==> config.mk <==
export PLATFORM = sky130hd
export DESIGN_NAME = mem_access_stage_flat
export DESIGN_NICKNAME = d
export VERILOG_FILES = /design/src/rtl/mem_access_stage_pkg.sv /design/src/rtl/mem_access_stage_if.sv /design/src/rtl/mem_access_stage_mem_wb_reg.sv /design/src/rtl/mem_access_stage.sv /design/src/flat_wrapper.sv
export SDC_FILE = /design/constraint.sdc
export NUM_CORES = 1
export LEC_CHECK = 0
export CAP_MARGIN = 20
export CORE_AREA = 2 2 146 148
export DETAILED_ROUTE_END_ITERATION = 10
export DIE_AREA = 0 0 148 150
export DONT_BUFFER_PORTS = 1
export PLACE_DENSITY = 0.34
export SLEW_MARGIN = 20
export SYNTH_ARGS = -nofsm -noshare
export SYNTH_HDL_FRONTEND = slang
export SYNTH_SLANG_ARGS = --single-unit
export TNS_END_PERCENT = 50
==> constraint.sdc <==
create_clock -name clk -period 2.2 [get_ports clk]
set_input_delay 0.44 -clock clk [delete_from_list [all_inputs] [get_ports clk]]
set_output_delay 0.44 -clock clk [all_outputs]
set_load 0.01 [all_outputs]
==> src/rtl/mem_access_stage_pkg.sv <==
// mips_mem_pkg: shared types and constants for the MIPS MEM stage.
package mips_mem_pkg;
    typedef enum logic {IDLE, BUSY} state_t;
    localparam int WB_REGWRITE = 1;
    localparam int WB_MEMTOREG = 0;
    localparam logic [1:0] WB_BUBBLE = 2'b00;
endpackage

==> src/rtl/mem_access_stage_if.sv <==
// mem_access_stage_if: data-memory req/ack bus between the MEM stage and memory.
interface mem_access_stage_if;
    logic        req;
    logic        we;
    logic [31:0] addr;
    logic [31:0] wdata;
    logic [31:0] rdata;
    logic        ack;
    modport master(output req, we, addr, wdata, input rdata, ack);
    modport slave(input req, we, addr, wdata, output rdata, ack);
endinterface

==> src/rtl/mem_access_stage_mem_wb_reg.sv <==
// mem_wb_reg: MEM/WB pipeline register with sync active-low clear and bubble insert.
module mem_wb_reg
    import mips_mem_pkg::*;
(
    input  logic        clk,
    input  logic        reset,
    input  logic        i_bubble,
    input  logic [1:0]  i_wb,
    input  logic [31:0] i_read_data,
    input  logic [31:0] i_alu_result,
    input  logic [4:0]  i_insaddr,
    output logic [1:0]  o_wb,
    output logic [31:0] o_read_data,
    output logic [31:0] o_alu_result,
    output logic [4:0]  o_insaddr
);
    always_ff @(posedge clk) begin
        if (!reset || i_bubble) begin
            o_wb         <= WB_BUBBLE;
            o_read_data  <= '0;
            o_alu_result <= '0;
            o_insaddr    <= '0;
        end else begin
            o_wb         <= i_wb;
            o_read_data  <= i_read_data;
            o_alu_result <= i_alu_result;
            o_insaddr    <= i_insaddr;
        end
    end
endmodule

==> src/rtl/mem_access_stage.sv <==
// mem_access_stage: MIPS MEM stage; PC select, req/ack data-memory access with
// timeout, upstream stall and the MEM/WB register.
module mem_access_stage
    import mips_mem_pkg::*;
#(
    parameter int WAIT_LIMIT = 16,
    parameter int CNT_W      = $clog2(WAIT_LIMIT + 1)
) (
    input  logic                clk,
    input  logic                reset,
    input  logic [1:0]          i_wb,
    input  logic                i_jump,
    input  logic                i_branch,
    input  logic                i_mem_read,
    input  logic                i_mem_write,
    input  logic                i_zero,
    input  logic [31:0]         i_alu_result,
    input  logic [31:0]         i_b,
    input  logic [4:0]          i_insaddr,
    input  logic [31:0]         i_next_address,
    input  logic [31:0]         i_jaddr,
    output logic                o_pcsrc,
    output logic                o_jump,
    output logic [31:0]         o_branch_target,
    output logic [31:0]         o_jump_target,
    output logic                o_stall,
    output logic                o_mem_err,
    output logic [1:0]          o_wb,
    output logic [31:0]         o_read_data,
    output logic [31:0]         o_alu_result,
    output logic [4:0]          o_insaddr,
    mem_access_stage_if.master  dmem
);
    state_t           r_state, w_next_state;
    logic [CNT_W-1:0] r_cnt;
    logic             r_mem_err;
    logic             w_op, w_busy, w_timeout, w_bubble;
    logic [31:0]      w_read_data;

    assign w_op      = i_mem_read | i_mem_write;
    assign w_busy    = r_state == BUSY;
    assign w_timeout = w_busy & ~dmem.ack & (r_cnt == CNT_W'(WAIT_LIMIT - 1));
    assign w_bubble  = o_stall | w_timeout;
    // a simultaneous read+write is treated as a write, so no read data retires
    assign w_read_data = (i_mem_read & ~i_mem_write) ? dmem.rdata : '0;

    assign o_pcsrc         = i_branch & i_zero;
    assign o_jump          = i_jump;
    assign o_branch_target = i_next_address;
    assign o_jump_target   = i_jaddr;
    assign o_mem_err       = r_mem_err;
    assign dmem.we         = i_mem_write;
    assign dmem.addr       = i_alu_result;
    assign dmem.wdata      = i_b;

    always_ff @(posedge clk) begin
        if (!reset) begin
            r_state   <= IDLE;
            r_cnt     <= '0;
            r_mem_err <= 1'b0;
        end else begin
            r_state   <= w_next_state;
            r_cnt     <= w_busy ? r_cnt + CNT_W'(1) : '0;
            r_mem_err <= r_mem_err | w_timeout;
        end
    end

    always_comb begin
        w_next_state = w_busy ? ((dmem.ack | w_timeout) ? IDLE : BUSY)
                              : ((w_op & ~dmem.ack) ? BUSY : IDLE);
    end

    always_comb begin
        dmem.req = reset & (w_busy | w_op);
        o_stall  = reset & ~dmem.ack & (w_busy ? ~w_timeout : w_op);
    end

    mem_wb_reg u_mem_wb_reg (
        .clk         (clk),
        .reset       (reset),
        .i_bubble    (w_bubble),
        .i_wb        (i_wb),
        .i_read_data (w_read_data),
        .i_alu_result(i_alu_result),
        .i_insaddr   (i_insaddr),
        .o_wb        (o_wb),
        .o_read_data (o_read_data),
        .o_alu_result(o_alu_result),
        .o_insaddr   (o_insaddr)
    );
endmodule
==> src/flat_wrapper.sv <==
// flat-port wrapper written by rule: the top's interface ports become plain ports
module mem_access_stage_flat import mips_mem_pkg::*;
#(
    parameter int WAIT_LIMIT = 16,
    parameter int CNT_W      = $clog2(WAIT_LIMIT + 1)
)
  (clk, reset, i_wb, i_jump, i_branch, i_mem_read, i_mem_write, i_zero, i_alu_result, i_b, i_insaddr, i_next_address, i_jaddr, o_pcsrc, o_jump, o_branch_target, o_jump_target, o_stall, o_mem_err, o_wb, o_read_data, o_alu_result, o_insaddr, dmem_req, dmem_we, dmem_addr, dmem_wdata, dmem_rdata, dmem_ack);
  mem_access_stage_if dmem_i ();
  input  logic clk;
  input  logic reset;
  input  logic [1:0] i_wb;
  input  logic i_jump;
  input  logic i_branch;
  input  logic i_mem_read;
  input  logic i_mem_write;
  input  logic i_zero;
  input  logic [31:0] i_alu_result;
  input  logic [31:0] i_b;
  input  logic [4:0] i_insaddr;
  input  logic [31:0] i_next_address;
  input  logic [31:0] i_jaddr;
  output logic o_pcsrc;
  output logic o_jump;
  output logic [31:0] o_branch_target;
  output logic [31:0] o_jump_target;
  output logic o_stall;
  output logic o_mem_err;
  output logic [1:0] o_wb;
  output logic [31:0] o_read_data;
  output logic [31:0] o_alu_result;
  output logic [4:0] o_insaddr;
  output wire logic [$bits(dmem_i.req)-1:0] dmem_req;
  output wire logic [$bits(dmem_i.we)-1:0] dmem_we;
  output wire logic [$bits(dmem_i.addr)-1:0] dmem_addr;
  output wire logic [$bits(dmem_i.wdata)-1:0] dmem_wdata;
  input wire logic [$bits(dmem_i.rdata)-1:0] dmem_rdata;
  input wire logic [$bits(dmem_i.ack)-1:0] dmem_ack;
  assign dmem_req = dmem_i.req;
  assign dmem_we = dmem_i.we;
  assign dmem_addr = dmem_i.addr;
  assign dmem_wdata = dmem_i.wdata;
  assign dmem_i.rdata = dmem_rdata;
  assign dmem_i.ack = dmem_ack;
  mem_access_stage #(.WAIT_LIMIT(WAIT_LIMIT), .CNT_W(CNT_W)) u_core (.clk(clk), .reset(reset), .i_wb(i_wb), .i_jump(i_jump), .i_branch(i_branch), .i_mem_read(i_mem_read), .i_mem_write(i_mem_write), .i_zero(i_zero), .i_alu_result(i_alu_result), .i_b(i_b), .i_insaddr(i_insaddr), .i_next_address(i_next_address), .i_jaddr(i_jaddr), .o_pcsrc(o_pcsrc), .o_jump(o_jump), .o_branch_target(o_branch_target), .o_jump_target(o_jump_target), .o_stall(o_stall), .o_mem_err(o_mem_err), .o_wb(o_wb), .o_read_data(o_read_data), .o_alu_result(o_alu_result), .o_insaddr(o_insaddr), .dmem(dmem_i));
endmodule
### Word level (Yosys, flattened, before mapping)

Cells that the tools add are included.
W data, S select, Z words.

| storage, ports and cells | value |
|---|---|
| flip-flop bits (word level) | 78 |
| output and inout bits | 205 |

| operators by class | value |
|---|---|
| add/sub/neg operators | 1 |
| equal/unequal tests | 1 |
| muxes and demuxes | 4 |
| bitwise operators | 17 |
| reductions and logical operators | 4 |

Operators by type and width:

| operator | number |
|---|---|
| $and A1 B1 Y1 | 8 |
| $add A5 B1 Y5 const B | 1 |
| $eq A5 B4 Y1 const B | 1 |
| $or A1 B1 Y1 | 5 |
| $mux W1 | 4 |
| $not A1 Y1 | 4 |
| $reduce_and A2 Y1 | 1 |
| $reduce_or A2 Y1 | 1 |
| $logic_not A1 Y1 | 1 |
| $logic_or A1 B1 Y1 | 1 |

### Logic depth before layout (Yosys ltp)

| depth | value |
|---|---|
| depth after elaboration | 9 |
| depth in mapped cells | 5 |
| mapped depth without buffers | 5 |

### Hierarchy

Synthesis repeated with hierarchy kept, for this count alone.

| second synthesis, totals | value |
|---|---|
| cells, all modules | 352 |
| area total of the unflattened synthesis | 3,721.1 sq um |

By module, submodules not included:

| module | instances | cells each | area each (sq um) | seq. area each (sq um) |
|---|---|---|---|---|
| mem_wb_reg | 1 | 156 | 2,202.1 | 1,421.4 |
| mem_access_stage | 1 | 196 | 1,519.0 | 140.1 |

### Least setup slack after synthesis

No wires, ideal clock.

| timing path | value |
|---|---|
| path kind | input-to-output |
| from | input i_mem_write |
| to | output dmem_req |
| arrival time | 1.231 ns |
| required time | 1.760 ns |
| path slack | 0.529 ns |
| cell stages on the path | 4 |
| path buffers | 2 |
| cells stage by stage | or3_1 > buf_6 > buf_8 > and2_1 |

| on the way | value |
|---|---|
| longest elaborated chain between the ends | 3 |

RTL lines:

| element | line | source |
|---|---|---|
| start: declaration | flat_wrapper.sv:15 | `input logic i_mem_write;` |
| $or A1 B1 Y1 | mem_access_stage.sv:40 | `assign w_op = i_mem_read \| i_mem_write;` |
| $or A1 B1 Y1 | mem_access_stage.sv:74 | `dmem.req = reset & (w_busy \| w_op);` |
| $and A1 B1 Y1 | mem_access_stage.sv:74 |  |
| end: declaration | flat_wrapper.sv:32 | `output wire logic [$bits(dmem_i.req)-1:0] dmem_req;` |

No other way between the ends.

### Worst setup path after layout

| timing path | value |
|---|---|
| from | register u_core.r_cnt[0] |
| to | output o_stall |

| on the way | value |
|---|---|
| longest elaborated chain between the ends | 5 |

RTL lines:

| element | line | source |
|---|---|---|
| start: declaration | mem_access_stage.sv:35 | `logic [CNT_W-1:0] r_cnt;` |
| start signal: assignment | mem_access_stage.sv:63 | `r_cnt <= w_busy ? r_cnt + CNT_W'(1) : '0;` |
| $eq A5 B4 Y1 | mem_access_stage.sv:42 | `assign w_timeout = w_busy & ~dmem.ack & (r_cnt == CNT_W'(WAIT_LIMIT - 1));` |
| $and A1 B1 Y1 | mem_access_stage.sv:42 |  |
| $not A1 Y1 | mem_access_stage.sv:75 | `o_stall = reset & ~dmem.ack & (w_busy ? ~w_timeout : w_op);` |
| $mux W1 | mem_access_stage.sv:75 |  |
| $and A1 B1 Y1 | mem_access_stage.sv:75 |  |
| end: declaration | flat_wrapper.sv:26 | `output logic o_stall;` |

No other way between the ends.

==> impl_metrics.json <==
{
  "fin_crit_ns": 2.11,
  "cts-resized-gates": 0,
  "syn-mean-instance-area_um2": 9.36,
  "syn-cell-area_um2": 3360,
  "fin_worst_skew_ns": 0.00531,
  "vias": 1701,
  "setup.worst_path.class": "register to primary output",
  "num_rows": 53,
  "rsz0062_at_grt": "no",
  "cts_max_path_buffers": 2,
  "cts_root_buf": "clkbuf_16",
  "io_pins": 380,
  "cts_buffers": 9,
  "hold_buffers": 0,
  "hold_ws_ns": 0.215,
  "p_per_area_nw_per_um2": 1080,
  "insertedDiodeCount": 0,
  "vias_per_cell": 3.36,
  "path_max_fanout": 3,
  "crit_end": "o_stall",
  "seqCellArea_um2": 1560,
  "io_buffers": 0,
  "yosysWarnings": 0,
  "status": "finished clean",
  "drt-initial-drc-count": 61,
  "reg2reg_depth": 3,
  "worstSkewPairLatency_ns": 0.34,
  "p_leak_nw": 1.14,
  "die_h_um": 150,
  "dpl.hpwl_um": 8100,
  "htree_levels": 3,
  "setup_tns_ns": 0,
  "dieArea_um2": 22200,
  "max-vdd-ir-drop_uv": 386,
  "area_growth_pct": -11.7,
  "setup_viol_count_final": 0,
  "post_cts_buffers": 0,
  "endpoint_kind": "primary output",
  "reg2reg_slack_ns": 0.69,
  "clk_pin_slew_ns": 0.06,
  "timing.rr.end": "u_core.r_state",
  "startpoint": "u_core.r_cnt[0]",
  "fillers": 2365,
  "ant_nets": 0,
  "grt_pass1_vias": 1661,
  "core_um2": 20700,
  "worst_pin_slew_ns": 0.461,
  "fmax_mhz": 473,
  "post_drt_wl_per_cell_um": 20.1,
  "yosys.cell_types.count": 23,
  "route.detailed.drc": 0,
  "r2r-start": "u_core.r_state",
  "maxCapViolations": 0,
  "maxSlewViolCount": 0,
  "wl_um": 10200,
  "multiInputGateArea_um2": 701,
  "hold_class": "input port to register",
  "track_usage_pct": 8.72,
  "ys_ff_latch": 78,
  "syn-num-nets": 536,
  "grt_max_degree": 49,
  "overflow": 0,
  "cp-start-kind": "register",
  "holdCritStartpoint": "i_alu_result[8]",
  "drive_gt1_share_pct": 9.48,
  "clock_sinks": 78,
  "total_power_w": 0.00320,
  "final_cell_mix": "dfxtp_1 (78), nand2_1 (41), a21oi_1 (39)",
  "gp_congestion": 0.625,
  "die_w_um": 148,
  "hold_viol": 0,
  "dr.pass1.iters": 4,
  "synth-seq-area-share_pct": 46.4,
  "required_ns": 1.76,
  "nets": 404,
  "cp.arrival_ns": 1.67,
  "cts_tree": "built",
  "fin_crit_sh_pct": 96.0,
  "slew_headroom_pct": 69.2,
  "final_common_cell": "dfxtp_1",
  "start_util_pct": 16.2,
  "grt_pass1_wl_um": 13200,
  "antenna_found_initial": 0,
  "synthCells": 359
}
[report_power, final]
group / switching, W / internal, W
clock: 0.000584 / 0.00103
combinational: 0.0000546 / 0.0000315
sequential: 0.0000445 / 0.00146
[per-layer routing]
layer / vias to the layer above / part of all wire, % / track usage [%]
li1: 726 / - / -
met1: 730 / 28 / 6.79
met2: 201 / 45 / 13.1
met3: 44 / 22 / 8.72
met4: 0 / 4.5 / 6.43
met5: - / 0 / 0
[critical path: stages, from the launching register on]
cell     delay (ns)
dfxtp_1        0.32
ha_1           0.22
and3_1         0.19
ha_1           0.20
nand2_1        0.09
and4_1         0.32
[flip-flops by register name, summed over array words and instances, names as in the netlist]
name / cells
u_core.u_mem_wb_reg.o_alu_result: 32
u_core.r_cnt: 5
u_core.r_state: 1
u_core.u_mem_wb_reg.o_read_data: 32
u_core.u_mem_wb_reg.o_insaddr: 5
u_core.u_mem_wb_reg.o_wb: 2
u_core.o_mem_err: 1
[how the worst min path moves through the flow]
stage / to / cells after the start
floorplan: u_core.r_cnt[0] / 1
global placement: u_core.r_cnt[0] / 1
detailed placement: u_core.r_cnt[0] / 1
CTS: u_core.u_mem_wb_reg.o_insaddr[2] / 2
global route: u_core.u_mem_wb_reg.o_wb[0] / 2
finish: u_core.u_mem_wb_reg.o_alu_result[8] / 2
[synthesized netlist by cell type (all sizes together)]
cell | n | share of area [%]
mux2i | 1 | 0.30
and2 | 34 | 6.3
dfxtp | 78 | 46
inv | 2 | 0.22
clkbuf | 11 | 1.2
and4 | 2 | 0.52
a21oi | 39 | 5.8
o21a | 1 | 0.22
and3b | 1 | 0.30
nand3 | 2 | 0.30
and3 | 2 | 0.41
buf | 136 | 31
nand3b | 1 | 0.22
ha | 2 | 0.74
or3 | 1 | 0.19
nor2 | 3 | 0.33
xnor2 | 1 | 0.26
and4b | 1 | 0.30
nand2 | 41 | 4.6
[logic make-up after synthesis]
logic type | count (synthesis) | synth area share, %
buf+inv | 149 | 32.8
simple gates | 88 | 13.5
flops | 78 | 46.4
compound gates | 40 | 6.03
fa+ha+maj | 2 | 0.744
xor+xnor | 1 | 0.261
mux | 1 | 0.298
[cell type report]
type / count / area share (%)
well taps: 275 / 11.6
repair buffers: 4 / 1.01
clock inverters: 5 / 2.74
flip-flops and latches: 78 / 52.6
clock buffers: 11 / 8.18
inverters: 2 / 0.253
multi-input cells: 132 / 23.6
[through the flow]
step	instance area [um2]	std cells	utilization [%]	worst slack [ns]
after global routing	2970	507	14.3	0.00532
after detailed placement	2640	491	12.8	0.429
final	2970	507	14.3	0.0872
after CTS	2970	507	14.3	0.0490
after global placement	2640	491	12.8	0.457
after floorplan	3360	359	-	0.529
No activity file was read; power rests on OpenSTA's default activity.
